--- src/rtl/fir_128_mdc_kernel_ctrl_pkg.sv ---
// rtl/fir_128_mdc_kernel_ctrl_pkg.sv - shared types and constants for the FIR_128_MDC kernel controller
//
// Contents:
//   FIR_128_MDC_CNT_LEN / FIR_128_MDC_CNT_W : maximum beat count and counter width
//   ctrl_engine_t   : clear / enable / start / cnt_limit_y_V from the control FSM
//   flags_engine_t  : cnt_y_V / done / ready back to the control FSM
//   state_kctrl_t   : kernel controller states
package fir_128_mdc_package;

  localparam int FIR_128_MDC_CNT_LEN = 1024;
  localparam int FIR_128_MDC_CNT_W   = $clog2(FIR_128_MDC_CNT_LEN) + 1;

  typedef struct packed {
    logic                         clear;
    logic                         enable;
    logic                         start;
    logic [FIR_128_MDC_CNT_W-1:0] cnt_limit_y_V;
  } ctrl_engine_t;

  typedef struct packed {
    logic [FIR_128_MDC_CNT_W-1:0] cnt_y_V;
    logic                         done;
    logic                         ready;
  } flags_engine_t;

  typedef enum logic [1:0] {
    KCTRL_IDLE,
    KCTRL_RUN,
    KCTRL_DONE
  } state_kctrl_t;

endpackage

--- src/rtl/fir_128_mdc_y_V_skid.sv ---
// rtl/fir_128_mdc_y_V_skid.sv - 2-entry valid/ready skid buffer for the y_V stream
//
// Ports:
//   clk_i, rst_ni            : clock, asynchronous active-low reset
//   clear_i                  : synchronous flush of both entries
//   in_tdata_i/in_tvalid_i   : upstream beat
//   in_tready_o              : buffer not full (registered, so the writer sees no comb path)
//   out_tdata_o/out_tvalid_o : registered head of the buffer
//   out_tready_i             : downstream accept
module fir_128_mdc_y_V_skid #(
  parameter int DATA_WIDTH = 32
) (
  input  logic                  clk_i,
  input  logic                  rst_ni,
  input  logic                  clear_i,
  input  logic [DATA_WIDTH-1:0] in_tdata_i,
  input  logic                  in_tvalid_i,
  output logic                  in_tready_o,
  output logic [DATA_WIDTH-1:0] out_tdata_o,
  output logic                  out_tvalid_o,
  input  logic                  out_tready_i
);

  logic [DATA_WIDTH-1:0] mem [2];
  logic                  wr_ptr_q;
  logic                  rd_ptr_q;
  logic [1:0]            count_q;
  logic                  push;
  logic                  pop;

  assign in_tready_o  = (count_q != 2'd2);
  assign out_tvalid_o = (count_q != 2'd0);
  assign out_tdata_o  = mem[rd_ptr_q];
  assign push         = in_tvalid_i & in_tready_o;
  assign pop          = out_tvalid_o & out_tready_i;

  // Two entries let a simultaneous push and pop keep one beat per cycle
  // while in_tready_o depends only on registered occupancy.
  always_ff @(posedge clk_i or negedge rst_ni) begin
    if (!rst_ni) begin
      wr_ptr_q <= 1'b0;
      rd_ptr_q <= 1'b0;
      count_q  <= 2'd0;
    end else if (clear_i) begin
      wr_ptr_q <= 1'b0;
      rd_ptr_q <= 1'b0;
      count_q  <= 2'd0;
    end else begin
      if (push) wr_ptr_q <= ~wr_ptr_q;
      if (pop)  rd_ptr_q <= ~rd_ptr_q;
      count_q <= count_q + {1'b0, push} - {1'b0, pop};
    end
  end

  always_ff @(posedge clk_i) begin
    if (push) mem[wr_ptr_q] <= in_tdata_i;
  end

endmodule

--- src/rtl/fir_128_mdc_kernel_ctrl.sv ---
// rtl/fir_128_mdc_kernel_ctrl.sv - engine-side ap_ctrl_hs / ap_fifo bridge for the FIR_128_MDC kernel
//
// Optional build macro: FIR_128_MDC_Y_V_SKID_EN (registers y_V through a 2-entry skid buffer).
//
// Ports:
//   clk_i, rst_ni                       : clock, asynchronous active-low reset
//   ctrl_i / flags_o                    : control FSM request / status
//   x_V_tdata_i/tvalid_i/tready_o       : input stream from the streamer (sink)
//   y_V_tdata_o/tvalid_o/tready_i       : output stream to the streamer (source)
//   ap_rst_o, ap_start_o                : kernel reset (active-high) and start
//   ap_done_i, ap_idle_i, ap_ready_i    : kernel status
//   x_V_dout_o/empty_n_o/read_i         : kernel input ap_fifo
//   y_V_din_i/full_n_o/write_i          : kernel output ap_fifo
module fir_128_mdc_kernel_ctrl
  import fir_128_mdc_package::*;
#(
  parameter int DATA_WIDTH = 32,
  parameter int CNT_LEN    = FIR_128_MDC_CNT_LEN
) (
  input  logic                  clk_i,
  input  logic                  rst_ni,
  input  ctrl_engine_t          ctrl_i,
  output flags_engine_t         flags_o,
  input  logic [DATA_WIDTH-1:0] x_V_tdata_i,
  input  logic                  x_V_tvalid_i,
  output logic                  x_V_tready_o,
  output logic [DATA_WIDTH-1:0] y_V_tdata_o,
  output logic                  y_V_tvalid_o,
  input  logic                  y_V_tready_i,
  output logic                  ap_rst_o,
  output logic                  ap_start_o,
  input  logic                  ap_done_i,
  input  logic                  ap_idle_i,
  input  logic                  ap_ready_i,
  output logic [DATA_WIDTH-1:0] x_V_dout_o,
  output logic                  x_V_empty_n_o,
  input  logic                  x_V_read_i,
  input  logic [DATA_WIDTH-1:0] y_V_din_i,
  output logic                  y_V_full_n_o,
  input  logic                  y_V_write_i
);

  localparam int CW = $clog2(CNT_LEN) + 1;

  state_kctrl_t  state_q;
  logic [CW-1:0] cnt_q;
  logic [CW-1:0] limit_q;
  logic [CW-1:0] cnt_inc;
  logic          done_q;
  logic          ap_start_q;
  logic          run_en;
  logic          y_hs;
  logic          unused_status;

  // HLS auto-restart handles ap_done/ap_ready; completion is judged by beat count alone.
  assign unused_status = ^{ap_done_i, ap_ready_i};

  assign run_en   = ctrl_i.enable & (state_q == KCTRL_RUN);
  assign ap_rst_o = ~rst_ni | ctrl_i.clear;
  assign ap_start_o = ap_start_q;

  assign x_V_dout_o    = x_V_tdata_i;
  assign x_V_empty_n_o = x_V_tvalid_i & run_en;
  assign x_V_tready_o  = x_V_read_i & run_en;

`ifdef FIR_128_MDC_Y_V_SKID_EN
  logic skid_tvalid;
  logic skid_tready;

  // Flushing outside RUN drops beats the kernel wrote past the limit.
  fir_128_mdc_y_V_skid #(
    .DATA_WIDTH (DATA_WIDTH)
  ) u_y_V_skid (
    .clk_i        (clk_i),
    .rst_ni       (rst_ni),
    .clear_i      (ctrl_i.clear | (state_q != KCTRL_RUN)),
    .in_tdata_i   (y_V_din_i),
    .in_tvalid_i  (y_V_write_i & run_en),
    .in_tready_o  (skid_tready),
    .out_tdata_o  (y_V_tdata_o),
    .out_tvalid_o (skid_tvalid),
    .out_tready_i (y_V_tready_i & run_en)
  );

  assign y_V_tvalid_o = skid_tvalid & run_en;
  assign y_V_full_n_o = skid_tready & run_en;
`else
  assign y_V_tdata_o  = y_V_din_i;
  assign y_V_tvalid_o = y_V_write_i & run_en;
  assign y_V_full_n_o = y_V_tready_i & run_en;
`endif

  assign y_hs    = y_V_tvalid_o & y_V_tready_i;
  assign cnt_inc = cnt_q + CW'(1);

  assign flags_o.cnt_y_V = FIR_128_MDC_CNT_W'(cnt_q);
  assign flags_o.done    = done_q;
  assign flags_o.ready   = (state_q == KCTRL_IDLE) & ap_idle_i;

  always_ff @(posedge clk_i or negedge rst_ni) begin
    if (!rst_ni) begin
      state_q    <= KCTRL_IDLE;
      cnt_q      <= '0;
      limit_q    <= '0;
      done_q     <= 1'b0;
      ap_start_q <= 1'b0;
    end else if (ctrl_i.clear) begin
      state_q    <= KCTRL_IDLE;
      cnt_q      <= '0;
      limit_q    <= '0;
      done_q     <= 1'b0;
      ap_start_q <= 1'b0;
    end else begin
      case (state_q)
        KCTRL_IDLE: begin
          done_q <= 1'b0;
          if (ctrl_i.start && ctrl_i.enable) begin
            cnt_q   <= '0;
            limit_q <= CW'(ctrl_i.cnt_limit_y_V);
            if (ctrl_i.cnt_limit_y_V == '0) begin
              // Empty job: report done without ever starting the kernel.
              state_q <= KCTRL_DONE;
              done_q  <= 1'b1;
            end else begin
              state_q    <= KCTRL_RUN;
              ap_start_q <= 1'b1;
            end
          end
        end
        KCTRL_RUN: begin
          // ap_start held as a level so the kernel auto-restarts until the limit.
          ap_start_q <= ctrl_i.enable;
          if (y_hs) begin
            cnt_q <= cnt_inc;
            if (cnt_inc == limit_q) begin
              ap_start_q <= 1'b0;
              done_q     <= 1'b1;
              state_q    <= KCTRL_DONE;
            end
          end
        end
        KCTRL_DONE: begin
          done_q     <= 1'b0;
          ap_start_q <= 1'b0;
          state_q    <= KCTRL_IDLE;
        end
        default: state_q <= KCTRL_IDLE;
      endcase
    end
  end

endmodule

--- config.mk ---
export PLATFORM = sky130hd
export DESIGN_NAME = fir_128_mdc_kernel_ctrl
export DESIGN_NICKNAME = d
export VERILOG_FILES = /design/src/rtl/fir_128_mdc_kernel_ctrl_pkg.sv /design/src/rtl/fir_128_mdc_y_V_skid.sv /design/src/rtl/fir_128_mdc_kernel_ctrl.sv
export SDC_FILE = /design/constraint.sdc
export NUM_CORES = 1
export LEC_CHECK = 0
export ABC_AREA = 0
export BUFFER_PORTS_ARGS = -buffer_cell sky130_fd_sc_hd__buf_2
export CAP_MARGIN = 40
export CORE_MARGIN = 10
export CORE_UTILIZATION = 32
export CTS_CLUSTER_DIAMETER = 80
export DETAILED_ROUTE_END_ITERATION = 16
export PLACE_DENSITY = 0.73
export SLEW_MARGIN = 20
export SYNTH_ARGS = -nofsm -noshare
export SYNTH_HDL_FRONTEND = slang
export SYNTH_SLANG_ARGS = --single-unit
--- constraint.sdc ---
create_clock -name clk_i -period 3.3 [get_ports clk_i]
set_input_delay 0.495 -clock clk_i [delete_from_list [all_inputs] [get_ports clk_i]]
set_output_delay 0.495 -clock clk_i [all_outputs]
set_load 0.01 [all_outputs]
[Word level (Yosys, flattened, before mapping)]
Cells that the tools add are included.
Storage, ports and cells
  bits in registers: 26
  input bits: 87
  output and inout port bits: 83
  logic and storage cells: 59
Cells by class
  reduce and logical (&&, ||, !) cells: 12
  bitwise logic cells: 9
  equality and inequality tests: 7
  add/subtract/negate cells: 1
  muxes and demuxes: 25
Operators by type and width (number)
  $mux W11: 6
  $pmux W11 S2: 1
  $reduce_and A3 Y1: 4
  $add A11 B1 Y11 const B: 1
  $eq A11 B11 Y1: 1
  $logic_not A11 Y1: 1
  $mux W1: 10
  $mux W2: 5
  $and A1 B1 Y1: 7
  $ne A3 B2 Y1 const B: 2
  $ne A3 B3 Y1 const B: 2
  $pmux W1 S3: 2
  $pmux W2 S2: 1
  $reduce_bool A2 Y1: 2
  $reduce_bool A4 Y1: 1
  $reduce_bool A3 Y1: 1
  $eq A2 B1 Y1 const B: 1
  $eq A2 B2 Y1 const B: 1
  $logic_not A2 Y1: 1
  $reduce_and A2 Y1: 1
  $logic_and A1 B1 Y1: 1
  $not A1 Y1: 1
  $or A1 B1 Y1: 1

[Depth between registers and ports, before layout]
  word-level depth: 7
  depth in mapped cells: 9
  mapped depth without buffers: 8

[Worst setup path before layout]
No wires, ideal clock.
  path type: register -> register
  start: register cnt_q[0]
  end: register ap_start_q, in the netlist ap_start_o
  cell stages (with the launch flop): 8
  path buffers: 0
  arrival time: 1959 ps
  required time: 3172 ps
  setup slack: 1212 ps
  setup time: 128 ps
  cell sequence: dfrtp_1 > ha_1 > o21ba_2 > a32oi_1 > o221ai_2 > a2111oi_2 > nand4_2 > o2bb2ai_1
On the way
  word-level cells in the longest chain between the ends: 6
Ends and longest elaborated chain
  start, declared: RTL line fir_128_mdc_kernel_ctrl.sv:46  | logic [CW-1:0] cnt_q;
  start signal, assigned: RTL line fir_128_mdc_kernel_ctrl.sv:134  | cnt_q <= cnt_inc;
  $add A11 B1 Y11: RTL line fir_128_mdc_kernel_ctrl.sv:94  | assign cnt_inc = cnt_q + CW'(1);
  $eq A11 B11 Y1: RTL line fir_128_mdc_kernel_ctrl.sv:135  | if (cnt_inc == limit_q) begin
  $mux W1: RTL line fir_128_mdc_kernel_ctrl.sv:135
  $mux W1: RTL line fir_128_mdc_kernel_ctrl.sv:133  | if (y_hs) begin
  $pmux W1 S3: RTL line fir_128_mdc_kernel_ctrl.sv:114  | case (state_q)
  $mux W1: RTL line fir_128_mdc_kernel_ctrl.sv:107  | end else if (ctrl_i.clear) begin
  end signal, assigned: RTL line fir_128_mdc_kernel_ctrl.sv:132  | ap_start_q <= ctrl_i.enable;
  end, declared: RTL line fir_128_mdc_kernel_ctrl.sv:50  | logic ap_start_q;
Every way passes these cells.
A chain may end at the register's enable or synchronous reset.

[Final worst setup path]
Same ends and word-level chain as after synthesis.

==> metrics.txt <==
clock tree root buffer cell=clkbuf_8; Die W=104 um; clock share of power=35.7%; ys flop type=dfrtp_1; vias in the first global route=1611; GP Congestion=0.821; initial antenna violation count=0; Crit Path Max Fanout=7; CP startpoint kind=register; most frequent cells in the layout=buf_2 (39), nand2_1 (33), dfrtp_1 (26), a21oi_1 (16); Clock Latency Late Sink=0.28 ns; Setup Skew=0.00542 ns; setup TNS=0 ns; cells after synthesis=271; worst r2r src=cnt_q[0]; row cnt=30; synth unique cells=48; yosys warns=0; wire per inst=14.8 um; H-tree levels=1; crit path from=cnt_q[0]; DRC=0; Max-Cap Viols=0; Post-CTS Resized=0; Rel. slew slack=56.9%; detailed placement HPWL=3930 um; worst hold path type=in2async; GR Overflow Total=0; Final min period=2.34 ns; status=finished clean; register area share after synthesis=29.0%; GRT Util Overall=9.02%; crit path to=ap_start_o; drt initial violations=86; Final setup viols=0; post-CTS setup buffer count=0; P_leak=0.943 nW; Pre-Repair DR Iteration Count=6; clk sink count=26; Ports=170; Clk pin slew, worst setup/hold paths=0.10 ns; critical path capture point type=register; Final Max Slew Viols=0; Psw=0.202 mW; Slew @ Worst Pin=0.644 ns; FFs w/ async S/R, synth=100%; Synth Net Count=362; FMAX=427 MHz; Die H=104 um; mean post-synth cell area=8.29 um2; Power Dens Cells=361 nW/um2; Critical Path RT=3.46 ns; via count=1589; Max VDD drop=0.159 mV; leading area contributor after synthesis=dfrtp_1; FF-to-FF path depth=7; CTS buffer count=3; Initial Utilization=33.1%; RSZ-0062 raised after global routing=false; fin crit share=70.9%; IO Port Bufs=39; sw frac=26.7%; vias per cell=4.77; area fraction of the dominant cell type after synthesis=29.0%; Hold-fix buffers, CTS=0; die footprint=10800 um2; antenna-violating nets left=0; worst setup path class=reg2reg; n_diodes=0; first-pass GRT wire length=8310 um; final hold violation count=0; WP data arrival=2.50 ns; Seq pwr share=45.4%; Nets=329; register bit count reported by yosys=26; layout overhead on the synthesized area=-6.80%; Logic pwr share=18.9%; FF-to-FF setup slack=0.96 ns; commonest non-fill, non-tap cell in the layout=buf_2; layout cells sized above 1=23.6%; worst hold slack=0.193 ns; Synth area leaders=dfrtp_1 (29%), buf_4 (22%), nand2_1 (5.5%); Post-Route WL=4930 um; CTS tree=built; r2r endpoint=ap_start_o; internal power=0.555 mW; Core Region=6790 um2; Mapped Area=2250 um2; largest net degree at the start of global routing=28; Clock Path Buffers=2; number of synthesized flops with an enable pin=0
## registers in the layout, indices dropped and copies added (netlist names)
name / cells
done_q: 1
ap_start_o: 1
limit_q: 11
cnt_q: 11
state_q: 2
## worst min-delay path by stage
stage	from	endpoint	slack, ns	cells after the start
3_5_place_dp	rst_ni	cnt_q[2]	0.52	2
5_1_grt	rst_ni	cnt_q[4]	0.22	2
3_3_place_gp	rst_ni	cnt_q[5]	0.51	2
2_1_floorplan	rst_ni	ap_start_o	0.20	0
4_1_cts	rst_ni	cnt_q[4]	0.21	2
6_report	rst_ni	cnt_q[4]	0.19	2
## final cells by class
| cell class | count | area, um2 |
|---|---|---|
| repair buffers | 41 | 210 |
| fillers | 745 | 4700 |
| flip-flops and latches | 26 | 651 |
| clock inverters | 1 | 30.0 |
| multi-input cells | 161 | 1020 |
| well taps | 96 | 120 |
| clock buffers | 3 | 41.3 |
| inverters | 5 | 18.8 |
## power by group through the flow
stage	clock network, mW	logic (mW)	registers (mW)
2_1_floorplan	0	0.177	0.348
3_3_place_gp	0	0.138	0.349
3_5_place_dp	0	0.143	0.350
4_1_cts	0.274	0.143	0.344
5_1_grt	0.289	0.164	0.346
6_report	0.270	0.143	0.343
## per-layer routing
metal	routed length (um)	part of all wire, %	GRT usage, %
met1	2260	46	11.5
met2	2240	45	13.8
met3	345	7.0	3.10
met4	84	1.7	3.18
met5	0	0	0
## cells by family (layout without fill, tap and decap cells)
| group | after synthesis | after routing | synth area share, % |
|---|---|---|---|
| simple gates | 88 | 88 | 21.0 |
| buf+inv | 84 | 50 | 25.5 |
| compound gates | 50 | 50 | 14.3 |
| flops | 26 | 26 | 29.0 |
| xor+xnor | 15 | 15 | 6.18 |
| fa+ha+maj | 4 | 4 | 2.23 |
| mux | 4 | 4 | 1.84 |
## cell usage after synthesis (all sizes together), types with 4 or more instances
cell    count
and3        8
nor2b       7
xor2        6
dfrtp      26
nand3       9
o31ai       4
a21oi      16
clkbuf      8
ha          4
buf        71
nand2b      6
nand2      33
inv         5
nor2       10
nand4       4
xnor2       9
o21ai      14
## critical path, stage by stage, from the launching register on
cell and delay, ns:
dfrtp_1 0.46, ha_1 0.34, o21ba_2 0.24, a32oi_1 0.22, o221ai_2 0.13, a2111oi_2 0.41
nand4_2 0.24, o2bb2ai_1 0.19
## through the flow
stage	setup slack (ns)	power [mW]	utilization (%)	area [um2]	cells
after floorplan	1.21	0.526	-	2250	271
after global placement	0.957	0.487	29.7	2010	328
after detailed placement	0.898	0.493	29.7	2010	328
after CTS	0.878	0.760	30.7	2090	332
after global routing	0.712	0.799	30.8	2090	333
final	0.959	0.756	30.8	2090	333
(Power assumes the default switching activity.)
